### config.mk
export PLATFORM = sky130hd
export DESIGN_NAME = bullet_controller
export DESIGN_NICKNAME = d
export VERILOG_FILES = /design/src/rtl/bullet_controller.sv
export SDC_FILE = /design/constraint.sdc
export NUM_CORES = 1
export LEC_CHECK = 0
export CORE_UTILIZATION = 55
export CTS_CLUSTER_SIZE = 14
export DETAILED_ROUTE_END_ITERATION = 10
export GPL_ROUTABILITY_DRIVEN = 0
export PLACE_DENSITY_LB_ADDON = 0.25
export SLEW_MARGIN = 15
export SYNTH_ARGS = -nofsm -noshare
export SYNTH_HDL_FRONTEND = slang
export SYNTH_SLANG_ARGS = --single-unit
### constraint.sdc
create_clock -name Clk -period 11.4 [get_ports Clk]
set_input_delay 2.28 -clock Clk [delete_from_list [all_inputs] [get_ports Clk]]
set_output_delay 2.28 -clock Clk [all_outputs]
set_load 0.01 [all_outputs]
### src/rtl/bullet_controller.sv
// rtl/bullet_controller.sv - per-player bullet engine: launch, per-frame motion, target collision and hit score
module bullet_controller #(
    parameter logic [9:0] BULLET_SPEED = 10'd4,
    parameter logic [9:0] BULLET_SIZE  = 10'd16,
    parameter logic [9:0] TANK_SIZE    = 10'd32,
    parameter logic [9:0] SCREEN_W     = 10'd640,
    parameter logic [9:0] SCREEN_H     = 10'd480,
    parameter logic [5:0] HIT_FRAMES   = 6'd30
) (
    input  logic       Clk,
    input  logic       Reset,
    input  logic       frame_clk,
    input  logic       fire,
    input  logic [2:0] tank_dir,
    input  logic [9:0] tankX,
    input  logic [9:0] tankY,
    input  logic [9:0] targetX,
    input  logic [9:0] targetY,
    input  logic [9:0] DrawX,
    input  logic [9:0] DrawY,
    output logic       is_bullet,
    output logic [9:0] bulletX,
    output logic [9:0] bulletY,
    output logic       is_shooting,
    output logic [1:0] hit
);

    typedef enum logic [1:0] {IDLE, FLYING, HIT} state_t;

    localparam logic [2:0] DIR_UP    = 3'b001;
    localparam logic [2:0] DIR_RIGHT = 3'b010;
    localparam logic [2:0] DIR_LEFT  = 3'b011;
    localparam logic [2:0] DIR_DOWN  = 3'b100;

    localparam logic signed [10:0] MAX_X  = signed'({1'b0, SCREEN_W - BULLET_SIZE});
    localparam logic signed [10:0] MAX_Y  = signed'({1'b0, SCREEN_H - BULLET_SIZE});
    localparam logic signed [10:0] SIZE_S = signed'({1'b0, BULLET_SIZE});
    localparam logic signed [10:0] TANK_S = signed'({1'b0, TANK_SIZE});
    localparam logic signed [10:0] HALF_S = signed'({1'b0, (TANK_SIZE - BULLET_SIZE) >> 1});
    localparam logic signed [10:0] SPD_S  = signed'({1'b0, BULLET_SPEED});
    localparam logic signed [11:0] TANK_W = signed'({2'b00, TANK_SIZE});
    localparam logic signed [11:0] SIZE_W = signed'({2'b00, BULLET_SIZE});

    state_t            state, state_next;
    logic              frame_clk_delayed;
    logic              tick;
    logic              armed;
    logic              launch;
    logic [2:0]        dir, dir_next;
    logic [5:0]        hit_cnt, hit_cnt_next;
    logic [1:0]        hit_next;
    logic [9:0]        bx_next, by_next;
    logic              dir_valid;
    logic signed [10:0] tank_x_s, tank_y_s, cur_x_s, cur_y_s;
    logic signed [10:0] spawn_x, spawn_y, move_x, move_y;
    logic signed [11:0] move_x_w, move_y_w, tgt_x_w, tgt_y_w;
    logic              overlap;

    function automatic logic on_screen(input logic signed [10:0] x, input logic signed [10:0] y);
        return (x >= 11'sd0) && (x <= MAX_X) && (y >= 11'sd0) && (y <= MAX_Y);
    endfunction

    assign tick      = frame_clk & ~frame_clk_delayed;
    assign tank_x_s  = signed'({1'b0, tankX});
    assign tank_y_s  = signed'({1'b0, tankY});
    assign cur_x_s   = signed'({1'b0, bulletX});
    assign cur_y_s   = signed'({1'b0, bulletY});
    assign dir_valid = (tank_dir == DIR_UP) || (tank_dir == DIR_RIGHT) ||
                       (tank_dir == DIR_LEFT) || (tank_dir == DIR_DOWN);

    always_comb begin
        spawn_x = tank_x_s;
        spawn_y = tank_y_s;
        case (tank_dir)
            DIR_UP:    begin spawn_x = tank_x_s + HALF_S; spawn_y = tank_y_s - SIZE_S; end
            DIR_RIGHT: begin spawn_x = tank_x_s + TANK_S; spawn_y = tank_y_s + HALF_S; end
            DIR_LEFT:  begin spawn_x = tank_x_s - SIZE_S; spawn_y = tank_y_s + HALF_S; end
            DIR_DOWN:  begin spawn_x = tank_x_s + HALF_S; spawn_y = tank_y_s + TANK_S; end
            default:   ;
        endcase
    end

    always_comb begin
        move_x = cur_x_s;
        move_y = cur_y_s;
        case (dir)
            DIR_UP:    move_y = cur_y_s - SPD_S;
            DIR_RIGHT: move_x = cur_x_s + SPD_S;
            DIR_LEFT:  move_x = cur_x_s - SPD_S;
            DIR_DOWN:  move_y = cur_y_s + SPD_S;
            default:   ;
        endcase
    end

    // Box overlap is evaluated one bit wider so target+32 cannot wrap.
    assign move_x_w = {move_x[10], move_x};
    assign move_y_w = {move_y[10], move_y};
    assign tgt_x_w  = signed'({2'b00, targetX});
    assign tgt_y_w  = signed'({2'b00, targetY});
    assign overlap  = (move_x_w < tgt_x_w + TANK_W) && (move_x_w + SIZE_W > tgt_x_w) &&
                      (move_y_w < tgt_y_w + TANK_W) && (move_y_w + SIZE_W > tgt_y_w);

    always_comb begin
        state_next   = state;
        bx_next      = bulletX;
        by_next      = bulletY;
        dir_next     = dir;
        hit_next     = hit;
        hit_cnt_next = hit_cnt;
        launch       = 1'b0;
        if (tick) begin
            case (state)
                IDLE: begin
                    if (fire && armed && dir_valid && on_screen(spawn_x, spawn_y)) begin
                        launch     = 1'b1;
                        bx_next    = spawn_x[9:0];
                        by_next    = spawn_y[9:0];
                        dir_next   = tank_dir;
                        state_next = FLYING;
                    end
                end
                FLYING: begin
                    if (overlap) begin
                        bx_next      = move_x[9:0];
                        by_next      = move_y[9:0];
                        hit_cnt_next = 6'd0;
                        state_next   = HIT;
                        if (hit != 2'd3) hit_next = hit + 2'd1;
                    end else if (!on_screen(move_x, move_y)) begin
                        state_next = IDLE;
                    end else begin
                        bx_next = move_x[9:0];
                        by_next = move_y[9:0];
                    end
                end
                HIT: begin
                    if (hit_cnt == HIT_FRAMES - 6'd1) begin
                        hit_cnt_next = 6'd0;
                        state_next   = IDLE;
                    end else begin
                        hit_cnt_next = hit_cnt + 6'd1;
                    end
                end
                default: state_next = IDLE;
            endcase
        end
    end

    always_ff @(posedge Clk or posedge Reset) begin
        if (Reset) begin
            state             <= IDLE;
            bulletX           <= 10'd0;
            bulletY           <= 10'd0;
            dir               <= 3'd0;
            hit               <= 2'd0;
            hit_cnt           <= 6'd0;
            armed             <= 1'b1;
            frame_clk_delayed <= 1'b0;
        end else begin
            state             <= state_next;
            bulletX           <= bx_next;
            bulletY           <= by_next;
            dir               <= dir_next;
            hit               <= hit_next;
            hit_cnt           <= hit_cnt_next;
            frame_clk_delayed <= frame_clk;
            // A held fire button must be released before the next launch.
            if (launch)     armed <= 1'b0;
            else if (!fire) armed <= 1'b1;
        end
    end

    assign is_shooting = (state == FLYING);
    assign is_bullet   = (state == FLYING) &&
                         ({1'b0, DrawX} >= {1'b0, bulletX}) &&
                         ({1'b0, DrawX} <  {1'b0, bulletX} + {1'b0, BULLET_SIZE}) &&
                         ({1'b0, DrawY} >= {1'b0, bulletY}) &&
                         ({1'b0, DrawY} <  {1'b0, bulletY} + {1'b0, BULLET_SIZE});

endmodule

# ---- Word level (Yosys, flattened, before mapping)
# Cells that the tools add are included.
dict set report word_totals {
  register_bits 35
  latch_bits 0
  mem_bits_rw 0
  mem_bits_ro 0
  inputBits 67
  output_inout_bits 24
  memories 0
}
dict set report classes {
  addsub 18
  mul 0
  div_mod_pow 0
  order_cmp 16
  n_eq_ne 18
  n_shift 0
  n_mux 25
  bitwise 2
  n_reduce_logical 29
}
# cell count
set ops {}
lappend ops {{one-hot mux 11 bit (3 select lines)} 2}
lappend ops {{2-to-1 mux 10 bit} 6}
lappend ops {{adder 10 x 6 -> 11 bit (second input constant)} 4}
lappend ops {{greater-or-equal comparator 11 x 1 -> 1 bit (second input constant)} 4}
lappend ops {{one-hot mux 11 bit (2 select lines)} 2}
lappend ops {{one-hot mux 10 bit (2 select lines)} 2}
lappend ops {{adder 11 x 6 -> 12 bit (second input constant)} 2}
lappend ops {{greater-than comparator 12 x 11 -> 1 bit} 2}
lappend ops {{< comparator 11 x 12 -> 1 bit} 2}
lappend ops {{adder 10 x 3 -> 11 bit (second input constant)} 2}
lappend ops {{adder 10 x 4 -> 11 bit (second input constant)} 2}
lappend ops {{adder 10 x 5 -> 11 bit (second input constant)} 2}
lappend ops {{less-or-equal comparator 11 x 10 -> 1 bit (second input constant)} 2}
lappend ops {{less-or-equal comparator 11 bit (second input constant)} 2}
lappend ops {{< comparator 10 x 11 -> 1 bit} 2}
lappend ops {{subtractor 10 x 3 -> 11 bit (second input constant)} 2}
lappend ops {{subtractor 10 x 5 -> 11 bit (second input constant)} 2}
lappend ops {{greater-or-equal comparator 10 bit} 2}
lappend ops {{logical AND 1 bit} 16}
lappend ops {{== test 3 x 2 -> 1 bit (second input constant)} 4}
lappend ops {{2-to-1 mux 6 bit} 2}
lappend ops {{one-hot mux 6 bit (2 select lines)} 1}
lappend ops {{AND reduction 4 bit} 3}
lappend ops {{2-to-1 mux 2 bit} 4}
lappend ops {{20 further kinds} 34}

# ---- Logic depth before layout (Yosys ltp)
dict set report depth {
  depth_word 12
  ltp_mapped 23
}

# ---- Worst setup path before layout
# No wires, ideal clock.
dict set report synth_path {
  kind {input-to-output}
  start {input DrawX[1]}
  end {output is_bullet}
  t_arrival_ns 3.883
  setup_slack_ns 5.237
  stages 11
  n_path_buf 0
  cell_sequence {ha_1 > nor2b_1 > o21a_1 > o21ai_0 > a31oi_1 > o21ai_0 > a21oi_1 > o21a_1 > o21a_1 > o221ai_1 > nor2_1}
}
dict set report synth_via {
  elab_chain_cells 5
}
# element line
set synth_rtl {}
lappend synth_rtl {{start: declaration} 19} ;# input logic [9:0] DrawX,
lappend synth_rtl {{greater-or-equal comparator 10 bit} 175} ;# ({1'b0, DrawX} >= {1'b0, bulletX}) &&
lappend synth_rtl {{logical AND 1 bit} 174} ;# assign is_bullet = (state == FLYING) &&
lappend synth_rtl {{logical AND 1 bit *} 175}
lappend synth_rtl {{logical AND 1 bit *} 176} ;# ({1'b0, DrawX} < {1'b0, bulletX} + {1'b0, BULLET_SIZE}) &&
lappend synth_rtl {{logical AND 1 bit *} 177} ;# ({1'b0, DrawY} >= {1'b0, bulletY}) &&
lappend synth_rtl {{end: declaration} 21} ;# output logic is_bullet,
# Every way passes the cells marked *; elsewhere a longest branch is shown, timed or not.

# ---- Worst setup path in the final report
# Ends and elaborated chain as after synthesis.

==> flow_summary.ini <==
[clock_network]
cts.clk_slew.worst_paths_ns = 0.07
cts_hold_buf = 0
postCtsSetupBuffers = 0
ctsResizeCount = 0
htreeDepth = 2
clk_path_buf_depth = 2
clock_latency_ns = 0.29
cts_root_buf = clkbuf_8
cts_num_sinks = 35
cts_buffers = 5
tritoncts = done

[power_and_ir_drop]
power_switching_uw = 758.3
seqPwrFrac_pct = 16.4
p_sw_share_pct = 51.23
p_int_uw = 721.9
combPwrFrac_pct = 77.4
p_leak_nw = 2.984
clkPwrFrac_pct = 6.2
cellPowerDensity_nw_per_um2 = 219.6
peakVddDrop_uv = 113.3

[drt]
post_drt_wl_per_cell_um = 16.25
vias = 5792
first_iter_violations = 439
antenna_left = 0
route.detailed.drc = 0
drt-total-wl_um = 15110
via_per_inst = 6.228
firstDrtPassIters = 5

[sta]
fin_skew_ns = 0.009616
drv_slew = 0
setup-tns-final_ns = 0
holdWs_ns = 0.4705
tightest_slew_ns = 1.074
min_period_over_period_pct = 65.02
hold_violations = 0
rsz0062_at_grt = false
max_freq_mhz = 134.9
slew_headroom_pct = 28.18
period_minus_slack_ns = 7.412
finalSetupViolations = 0

[global_routing]
grt_pass1_vias = 5532
grt_pass1_wl_um = 25490
antenna_found_initial = 0
gr-total-overflow = 0
grt_max_degree = 36
grt_usage_pct = 28.12

[floorplan]
coreArea_um2 = 9910
rows = 36
die_area_um2 = 10730
die_y_um = 103.6
initial_core_util_pct = 57.30
die_x_um = 103.6
io_pins = 91

[setup_path]
path_class = primary input to output port
crit_path_end_kind = output port
r2r-end = bulletY[5]
reg2reg_depth = 20
critPathRequiredTime_ns = 9.12
cp-start-kind = primary input
path_max_fanout = 2
rrSetupSlack_ns = 4.98
arrival_ns = 5.13
worstReg2RegStart = dir[2]

[flow_run]
drv_cap = 0

[logic_synthesis]
synth.net_count = 892
synthCells = 723
synth_cell_types = 77
yosys_warnings = 0
synth_edf_count = 0
syn_area_um2 = 5678
syn_avg_cell_area_um2 = 7.853
synth_seq_cells = 35
yosysSeqAreaShare_pct = 15.45
synth_top_flop_cell = dfrtp_1
async_flop_share_pct = 100.0

[cells_and_area]
area_growth_pct = 18.69
num-fill-cells = 823
final_util_pct = 68.01
final_cell_area_um2 = 6739
stdcell_count = 930
drive_gt1_share_pct = 3.639
fin_nets = 965
diodes = 0

[worst_hold_path]
worstHoldPathType = flop to flop
whs_path_depth = 2
holdPathEnd = armed
holdCritStartpoint = armed

[place]
dp_hpwl_um = 12320
io_buffers = 90
post_dp_cell_area_um2 = 6654
dp_cells = 922

[outcome]
status = completed
[power by group through the flow]
stage / logic, mW / registers (mW) / clock network (mW)
after floorplan: 0.809 / 0.232 / 0
after global placement: 1.06 / 0.239 / 0
after detailed placement: 1.12 / 0.242 / 0
after CTS: 1.13 / 0.240 / 0.0935
after global routing: 1.28 / 0.249 / 0.0991
final: 1.15 / 0.242 / 0.0921
[through the flow]
stage / power [mW] / setup WS, ns
after floorplan: 1.040 / 5.237
after global placement: 1.303 / 4.106
after detailed placement: 1.364 / 3.993
after CTS: 1.463 / 3.971
after global routing: 1.624 / 3.755
final: 1.480 / 3.988
[sequential cells by signal, indices dropped and copies added, names as in the netlist]
register	flops
bulletX	10
bulletY	10
hit_cnt	6
dir	3
hit	2
state	2
armed	1
frame_clk_delayed	1
[cell usage after synthesis (3+ instances only)]
| cell type | instances | share of area [%] |
|---|---|---|
| a211oi_1 | 10 | 1.3 |
| a21boi_0 | 3 | 0.40 |
| a21o_1 | 9 | 1.2 |
| a21oi_1 | 50 | 4.4 |
| a221oi_1 | 5 | 0.77 |
| a31o_1 | 4 | 0.62 |
| a31oi_1 | 6 | 0.66 |
| a32oi_1 | 3 | 0.46 |
| and2_1 | 3 | 0.33 |
| and3_1 | 5 | 0.55 |
| clkbuf_1 | 21 | 1.4 |
| dfrtp_1 | 34 | 15 |
| ha_1 | 100 | 22 |
| inv_1 | 68 | 4.5 |
| mux2_1 | 10 | 2.0 |
| mux2_2 | 4 | 0.79 |
| mux2i_1 | 17 | 3.0 |
| nand2_1 | 48 | 3.2 |
| nand2b_1 | 16 | 1.8 |
| nand3_1 | 35 | 3.1 |
| nand3b_1 | 3 | 0.40 |
| nand4_1 | 9 | 0.99 |
| nor2_1 | 48 | 3.2 |
| nor2b_1 | 11 | 1.2 |
| nor3_1 | 19 | 1.7 |
| nor3b_1 | 3 | 0.40 |
| nor4_1 | 5 | 0.55 |
| o211ai_1 | 6 | 0.79 |
| o21a_1 | 9 | 1.2 |
| o21ai_0 | 35 | 3.1 |
| o21ai_1 | 4 | 0.35 |
| o221ai_1 | 4 | 0.62 |
| o22ai_1 | 9 | 0.99 |
| o31a_1 | 3 | 0.46 |
| o31ai_1 | 4 | 0.53 |
| or2_2 | 4 | 0.44 |
| or3_1 | 3 | 0.33 |
| or4_1 | 4 | 0.53 |
| xnor2_1 | 31 | 4.8 |
| xor2_1 | 11 | 1.7 |
[metal layers]
metal / vias to the layer above / global-route usage, % / part of all wire [%]
met1: 2759 / 36.70 / 45
met4: 0 / 8.282 / 2.5
met3: 41 / 2.643 / 5.0
met5: - / 0 / 0
met2: 216 / 48.99 / 48
li1: 2776 / - / -
[cell usage in the layout, fill, tap and decap left out, drive strengths merged, types with 4 or more instances in the layout]
cell type and count:
a211oi 11, a21o 9, a21oi 50, a221oi 5, a31o 4, a31oi 8, and3 5, clkbuf 6
clkdlybuf4s50 90, dfrtp 34, ha 100, inv 70, mux2 15, mux2i 17, nand2 48, nand2b 16
nand3 35, nand4 9, nor2 48, nor2b 12, nor3 19, nor4 5, o211ai 6, o21a 9
o21ai 39, o221ai 4, o22ai 9, o31a 4, o31ai 5, or2 6, or3 4, or4 5
xnor2 31, xor2 11
[critical path, cell delays in order]
cell and delay (ns):
clkdlybuf4s50_1 0.42, ha_1 0.31, nor2b_1 0.14, o21a_1 0.16, o21ai_0 0.28, a31oi_1 0.13, o21ai_0 0.19, a21oi_1 0.09
o21a_1 0.18, o21a_1 0.18, o221ai_1 0.22, nor2_1 0.07, clkdlybuf4s50_1 0.48
[worst max path at each step]
stage	start	end	slack, ns	cells past startpoint
2_1_floorplan	DrawX[1]	is_bullet	5.24	11
3_3_place_gp	DrawX[1]	is_bullet	4.11	13
3_5_place_dp	DrawX[1]	is_bullet	3.99	13
4_1_cts	DrawX[1]	is_bullet	3.97	13
5_1_grt	DrawX[1]	is_bullet	3.76	13
6_report	DrawX[1]	is_bullet	3.99	13
[final cells by class]
class                           count  area (um^2)  area share [%]
Clock buffer                        6        72.57           1.077
Clock inverter                      2        12.51          0.1857
Inverter                           70        262.8           3.899
Multi-Input combinational cell    593         4439           65.87
Sequential cell                    35        877.1           13.02
Tap cell                          133        166.4           2.469
Timing Repair Buffer               91        908.4           13.48
[kinds of logic after synthesis]
logic type                 count (synthesis)  share of synthesized area [%]
AOI/OAI and AO/OA                        190                          22.54
xor gates and xnor gates                  42                          6.479
adders and majority gates                102                          22.74
buffers and inverters                     95                          6.369
DFF                                       35                          15.45
muxes                                     32                          6.038
and+or+nand+nor                          227                          20.38
Power figures use the tool's default switching activity.
